File: src/rtl/param_pic.sv
// ---------------------------------------------------------------------------
// param_pic : parameterised programmable interrupt controller
//
// Collects up to N_IRQ request lines into IRR (edge or level captured).
// Requests are filtered by IMR and resolved by fixed or rotating priority
// with full nesting against ISR. Two inta pulses acknowledge a request:
// the first latches the winner, and the second presents the vector.
//
// Ports
//   clk, rst_n     clock, synchronous active-low reset
//   irq_in         request lines, synchronous to clk
//   wr_en/rd_en    register write / read strobes
//   addr, wdata    register select (0 CFG/IRR, 1 IMR, 2 CMD/ISR, 3 status)
//   rdata          registered read data
//   inta           acknowledge strobe from the CPU
//   int_out        interrupt request to the CPU
//   vector_out     vector {base, id} of the acknowledged interrupt
//   vector_valid   one-cycle qualifier for vector_out
//   ack_state      debug view of the acknowledge FSM (0 IDLE, 1 ACK1, 2 VEC)
//
// Handshake: every strobe (wr_en, rd_en, inta) is a single-cycle pulse that
// is sampled on the rising edge. There is no back-pressure. vector_valid is
// high for exactly the cycle after the second inta.
// ---------------------------------------------------------------------------
module param_pic #(
   parameter int N_IRQ = 8,
   parameter int VEC_W = 8
) (
   input  logic             clk,
   input  logic             rst_n,
   input  logic [N_IRQ-1:0] irq_in,
   input  logic             wr_en,
   input  logic             rd_en,
   input  logic [1:0]       addr,
   input  logic [7:0]       wdata,
   output logic [7:0]       rdata,
   input  logic             inta,
   output logic             int_out,
   output logic [VEC_W-1:0] vector_out,
   output logic             vector_valid,
   output logic [1:0]       ack_state
);

   typedef enum logic [1:0] {S_IDLE = 2'd0, S_ACK1 = 2'd1, S_VEC = 2'd2} state_t;

   state_t           state;
   logic             ltim, aeoi, rotate;
   logic [4:0]       base;
   logic [N_IRQ-1:0] irr, isr, imr, prev;
   logic [2:0]       lp;
   logic [2:0]       ack_id;
   logic             ack_spur;

   logic [2:0]       rank [N_IRQ];
   logic             isr_any, any_elig;
   logic [2:0]       isr_top_id, isr_top_rank, win_id, win_rank;
   logic [N_IRQ-1:0] isr_set, isr_clr, irr_clr;
   logic [2:0]       lp_next;
   logic [7:0]       vec8;

   assign ack_state = state;
   assign vec8      = {base, ack_id};

   // Rank 0 is the highest priority. In rotate mode, level lp+1 gets rank 0.
   always_comb begin
      for (int i = 0; i < N_IRQ; i++) begin
         if (!rotate)
            rank[i] = 3'(i);
         else if (i > int'(lp))
            rank[i] = 3'(i - int'(lp) - 1);
         else
            rank[i] = 3'(i + N_IRQ - 1 - int'(lp));
      end
   end

   // Find the highest in-service level. An unmasked request is eligible only
   // when it outranks that level. The winner is the best eligible request.
   always_comb begin
      isr_any      = 1'b0;
      isr_top_id   = '0;
      isr_top_rank = '0;
      for (int i = 0; i < N_IRQ; i++) begin
         if (isr[i] && (!isr_any || rank[i] < isr_top_rank)) begin
            isr_any      = 1'b1;
            isr_top_id   = 3'(i);
            isr_top_rank = rank[i];
         end
      end
      any_elig = 1'b0;
      win_id   = '0;
      win_rank = '0;
      for (int i = 0; i < N_IRQ; i++) begin
         if (irr[i] && !imr[i] && (!isr_any || rank[i] < isr_top_rank) &&
             (!any_elig || rank[i] < win_rank)) begin
            any_elig = 1'b1;
            win_id   = 3'(i);
            win_rank = rank[i];
         end
      end
   end

   // Set/clear masks for this cycle. The acknowledge and a CMD write can land
   // together. A CMD rotation update overrides an AEOI rotation update.
   always_comb begin
      isr_set = '0;
      isr_clr = '0;
      irr_clr = '0;
      lp_next = lp;
      if (state == S_IDLE && inta && any_elig) begin
         isr_set[win_id] = 1'b1;
         if (!ltim) irr_clr[win_id] = 1'b1;
      end
      if (state == S_ACK1 && inta && aeoi && !ack_spur) begin
         isr_clr[ack_id] = 1'b1;
         if (rotate) lp_next = ack_id;
      end
      if (wr_en && addr == 2'd2) begin
         case (wdata[7:6])
            2'b01: if (isr_any) begin
               isr_clr[isr_top_id] = 1'b1;
               if (rotate) lp_next = isr_top_id;
            end
            2'b10: if (int'(wdata[2:0]) < N_IRQ) begin
               isr_clr[wdata[2:0]] = 1'b1;
               if (rotate) lp_next = wdata[2:0];
            end
            2'b11: if (int'(wdata[2:0]) < N_IRQ) lp_next = wdata[2:0];
            default: ;
         endcase
      end
   end

   always_ff @(posedge clk) begin
      if (!rst_n) begin
         state        <= S_IDLE;
         ltim         <= 1'b0;
         aeoi         <= 1'b0;
         rotate       <= 1'b0;
         base         <= '0;
         irr          <= '0;
         isr          <= '0;
         imr          <= '0;
         prev         <= '0;
         lp           <= 3'(N_IRQ - 1);
         ack_id       <= '0;
         ack_spur     <= 1'b0;
         rdata        <= '0;
         int_out      <= 1'b0;
         vector_out   <= '0;
         vector_valid <= 1'b0;
      end else begin
         prev         <= irq_in;
         vector_valid <= 1'b0;
         lp           <= lp_next;
         // The set is applied after the clear, so the set wins on a shared bit.
         isr          <= (isr & ~isr_clr) | isr_set;
         if (ltim)
            irr <= irq_in;
         else
            irr <= (irr & ~irr_clr) | (irq_in & ~prev);

         if (wr_en && addr == 2'd0) begin
            ltim   <= wdata[0];
            aeoi   <= wdata[1];
            rotate <= wdata[2];
            base   <= wdata[7:3];
         end
         if (wr_en && addr == 2'd1)
            imr <= wdata[N_IRQ-1:0];

         if (rd_en) begin
            case (addr)
               2'd0:    rdata <= 8'(irr);
               2'd1:    rdata <= 8'(imr);
               2'd2:    rdata <= 8'(isr);
               default: rdata <= {int_out, 4'b0000, win_id};
            endcase
         end

         case (state)
            S_IDLE: begin
               int_out <= inta ? 1'b0 : any_elig;
               if (inta) begin
                  ack_id   <= any_elig ? win_id : 3'(N_IRQ - 1);
                  ack_spur <= !any_elig;
                  state    <= S_ACK1;
               end
            end
            S_ACK1: begin
               int_out <= 1'b0;
               if (inta) begin
                  vector_out   <= VEC_W'(vec8);
                  vector_valid <= 1'b1;
                  state        <= S_VEC;
               end
            end
            S_VEC: begin
               int_out <= any_elig;
               state   <= S_IDLE;
            end
            default: begin
               int_out <= 1'b0;
               state   <= S_IDLE;
            end
         endcase
      end
   end

endmodule

File: config.mk
export PLATFORM = sky130hd
export DESIGN_NAME = param_pic
export DESIGN_NICKNAME = d
export VERILOG_FILES = /design/src/rtl/param_pic.sv
export SDC_FILE = /design/constraint.sdc
export NUM_CORES = 1
export LEC_CHECK = 0
export ABC_AREA = 1
export BUFFER_PORTS_ARGS = -buffer_cell sky130_fd_sc_hd__buf_2
export CORE_MARGIN = 3
export CORE_UTILIZATION = 44
export DETAILED_ROUTE_END_ITERATION = 8
export REMOVE_ABC_BUFFERS = 1
export SLEW_MARGIN = 20
export SYNTH_ARGS = -nofsm -noshare
export SYNTH_HDL_FRONTEND = slang
export SYNTH_SLANG_ARGS = --single-unit
File: constraint.sdc
create_clock -name clk -period 33.7 [get_ports clk]
set_input_delay 1.685 -clock clk [delete_from_list [all_inputs] [get_ports clk]]
set_output_delay 1.685 -clock clk [all_outputs]
set_load 0.02 [all_outputs]
==> impl_metrics.yaml <==
worst_setup_path:
  slowest_stage: "o21ai_0"
  max_stage_delay_ns: 0.55
  cp_data_arrival_time_ns: 16.68
  critPathRequiredTime_ns: 33.94
  worst_path_most_repeated_cell: "nand2_1"
  ff2ff_path_depth: 110
  end_kind: "register"
  critPathKind: "reg -> reg"
  r2r-start: "lp[0]$_SDFF_PN1_"
  crit_path_start_kind: "register"
  r2r_slack_ns: 17.26
  rr_endpoint: "isr[0]$_SDFF_PN0_"
  critPathBufInv: 6
  critPathTopFamily: "simple AND/OR/NAND/NOR gates"
  crit_fanout: 11
cts:
  cts_root_buffer: "clkbuf_16"
  cts_resized: 0
  cts_tree: "done"
  clk_pin_slew_ns: 0.06
  cts_buffers: 9
  clock_sinks: 67
  htree_num_levels: 3
  clockBufferDepth: 2
  cts_setup_buffers: 0
  clkLatencyLatePin_ns: 0.33
  cts_hold_buf: 0
cells_and_area:
  drive_gt1_share_pct: 11.7
  syn_to_final_growth_pct: 11.7
  multi_input_area_um2: 3230
  fin_nets: 906
  antenna_cells: 0
  n_fill_cell: 1164
  instances_no_fill: 980
  final-seq-area_um2: 1340
route:
  dr.pass1.iters: 5
  vias: 5283
  vias_per_cell: 5.39
  final_antenna_net_count: 0
  wirelength_mm: 15.0
  drt_iter0_drc: 460
  post_drt_wl_per_cell_um: 15.3
  drc: 0
synthesis:
  synth_top_family_by_area: "simple AND/OR/NAND/NOR gates"
  synth_xor_area_share_pct: 0
  muxShareOfSynthArea_pct: 0
  ys_ff_latch: 67
  async_flop_share_pct: 0
  synth_edf_count: 0
  synth_warnings: 0
  synth_fa_ha_area_share_pct: 11.8
  seq_area_frac_synth_pct: 26.3
  synth-simple-area-share_pct: 31.3
  synthCells: 799
  ys_types: 40
  yosys_most_used_dff: "dfxtp_1"
  synth-compound-area-share_pct: 20.4
  syn-cell-area_um2: 5090
  syn_avg_cell_area_um2: 6.37
power:
  p_per_area_nw_per_um2: 116
  power.leakage_nw: 2.88
  ir_drop_mv: 0.0740
placed_design:
  hpwl_mm: 11.9
  place_inst: 964
  portBuffers: 42
  routabilityCongestion: 0.928
sta:
  finalSetupTns_ns: 0
  max_freq_ghz: 0.0608
  max_slew_margin_pct: 34.1
  finalSetupViolCount: 0
  rsz0062_at_grt: "no"
  fin_crit_sh_pct: 48.8
  min_period_ns: 16.44
  worstMarginPinSlew_ns: 0.982
  finalHoldViolCount: 0
  maxSlewViolCount: 0
  clock_skew_ns: 0.00642
min_path:
  min_path_type: "reg -> reg"
  hold_depth: 2
  holdCritStartpoint: "rdata[3]$_SDFFE_PN0P_"
  hold_end: "rdata[3]$_SDFFE_PN0P_"
floorplan:
  core_area_um2: 11100
  rows: 38
  initial_core_util_pct: 46.0
  boundaryPins: 43
  dieArea_um2: 12900
  dieWidth_um: 114
  chipHeight_um: 114
global_route:
  first_global_vias: 4955
  grt_max_degree: 34
  antenna_found_initial: 0
  track_usage_pct: 23.9
  grt_remaining_overflow: 0
  grt_pass1_wl_mm: 25.0
outcome:
  outcome: "complete, no violations"
flow_run:
  cap_violations: 0
[worst register-to-register path, delay by kind of cell, from the launching register on]
kind | cells | cell delay, ns
flops | 1 | 0.43
compound gates | 23 | 4.93
buf+inv | 6 | 0.37
fa+ha+maj | 16 | 4.79
simple gates | 65 | 5.77
[area by class of cell]
type                    instances  area share (%)
repair buffers                 44            3.96
clock buffers                  11            4.09
multi-input cells             600            56.8
flip-flops and latches         67            23.6
well taps                     140            3.08
inverters                     113            7.50
clock inverters                 5           0.946
[state kept, by name (all words and copies together) (netlist names), 5 cells and up]
register,cells
base,5
imr,8
irr,8
isr,8
prev,8
rdata,8
vector_out,8
[layout by cell type, fill, tap and decap left out, types with 5 or more instances in the layout]
master	count
nand2_1	192
inv_1	108
o21ai_0	89
nor2_1	72
dfxtp_1	67
a21oi_1	61
nand3_1	53
ha_1	48
buf_2	42
nand2_2	23
nand2_4	9
clkbuf_16	9
o21ai_1	8
a31oi_1	8
o211ai_1	7
nor3_1	5
[stage by stage]
step	total power [mW]	setup slack, ns	cell area, um2	hold WS (ns)	utilization [%]
after global placement	0.553	18.10	5400	0.448	48.7
after detailed placement	0.561	17.46	5400	0.452	48.7
final	0.659	17.26	5690	0.460	51.3
after CTS	0.655	17.39	5690	0.463	51.3
after global routing	0.733	15.49	5690	0.478	51.3
after floorplan	0.454	19.61	5000	0.440	-
[power by group]
part | switching (mW) | leakage (nW) | internal (mW) | total [mW]
combinational | 0.304 | 2.19 | 0.162 | 0.466
clock | 0.0335 | 0.143 | 0.0570 | 0.0905
sequential | 0.0124 | 0.549 | 0.0898 | 0.102
[layer usage]
layer,vias to the layer above,part of all wire (%),track usage (%)
met3,24,6.1,3.24
met4,0,2.0,8.25
met1,2389,46,32.5
li1,2698,-,-
met5,-,0,0
met2,172,46,38.8
[cell usage after synthesis, types with 2 or more instances]
cell      count  share of area (%)
buf_2         2               0.20
nor3_1        5               0.49
o211ai_1      7                1.0
ha_1         48                 12
clkbuf_1     11               0.81
o21ai_1       8               0.79
nand3_1      53                5.2
nand2_1     192                 14
buf_6         2               0.44
o221ai_1      3               0.52
clkinv_1      2               0.15
inv_1       109                8.0
a22oi_1       4               0.59
a221oi_1      2               0.34
buf_1         3               0.22
a31oi_1       8               0.98
nand2_2      23                2.8
nor2_4        2               0.44
dfxtp_1      67                 26
nor2_1       72                5.3
nand2_4       9                2.0
o21ai_0      89                8.7
a21oi_1      61                6.0
[kinds of logic (layout without fill, tap and decap cells)]
logic type | Yosys count | count (layout)
adders and majority gates | 48 | 48
and+or+nand+nor | 361 | 361
buffers and inverters | 132 | 173
AOI/OAI and AO/OA | 191 | 191
DFF | 67 | 67
[how the worst max path moves through the flow]
| stage | start | to | slack (ns) | cells past startpoint |
|---|---|---|---|---|
| floorplan | lp[0]$_SDFF_PN1_ | isr[1]$_SDFF_PN0_ | 19.61 | 107 |
| global placement | lp[0]$_SDFF_PN1_ | isr[0]$_SDFF_PN0_ | 18.10 | 114 |
| detailed placement | lp[0]$_SDFF_PN1_ | isr[0]$_SDFF_PN0_ | 17.46 | 116 |
| CTS | lp[0]$_SDFF_PN1_ | isr[0]$_SDFF_PN0_ | 17.39 | 112 |
| global route | lp[0]$_SDFF_PN1_ | isr[0]$_SDFF_PN0_ | 15.49 | 117 |
| finish | lp[0]$_SDFF_PN1_ | isr[0]$_SDFF_PN0_ | 17.26 | 110 |
Power figures use the tool's default switching activity.
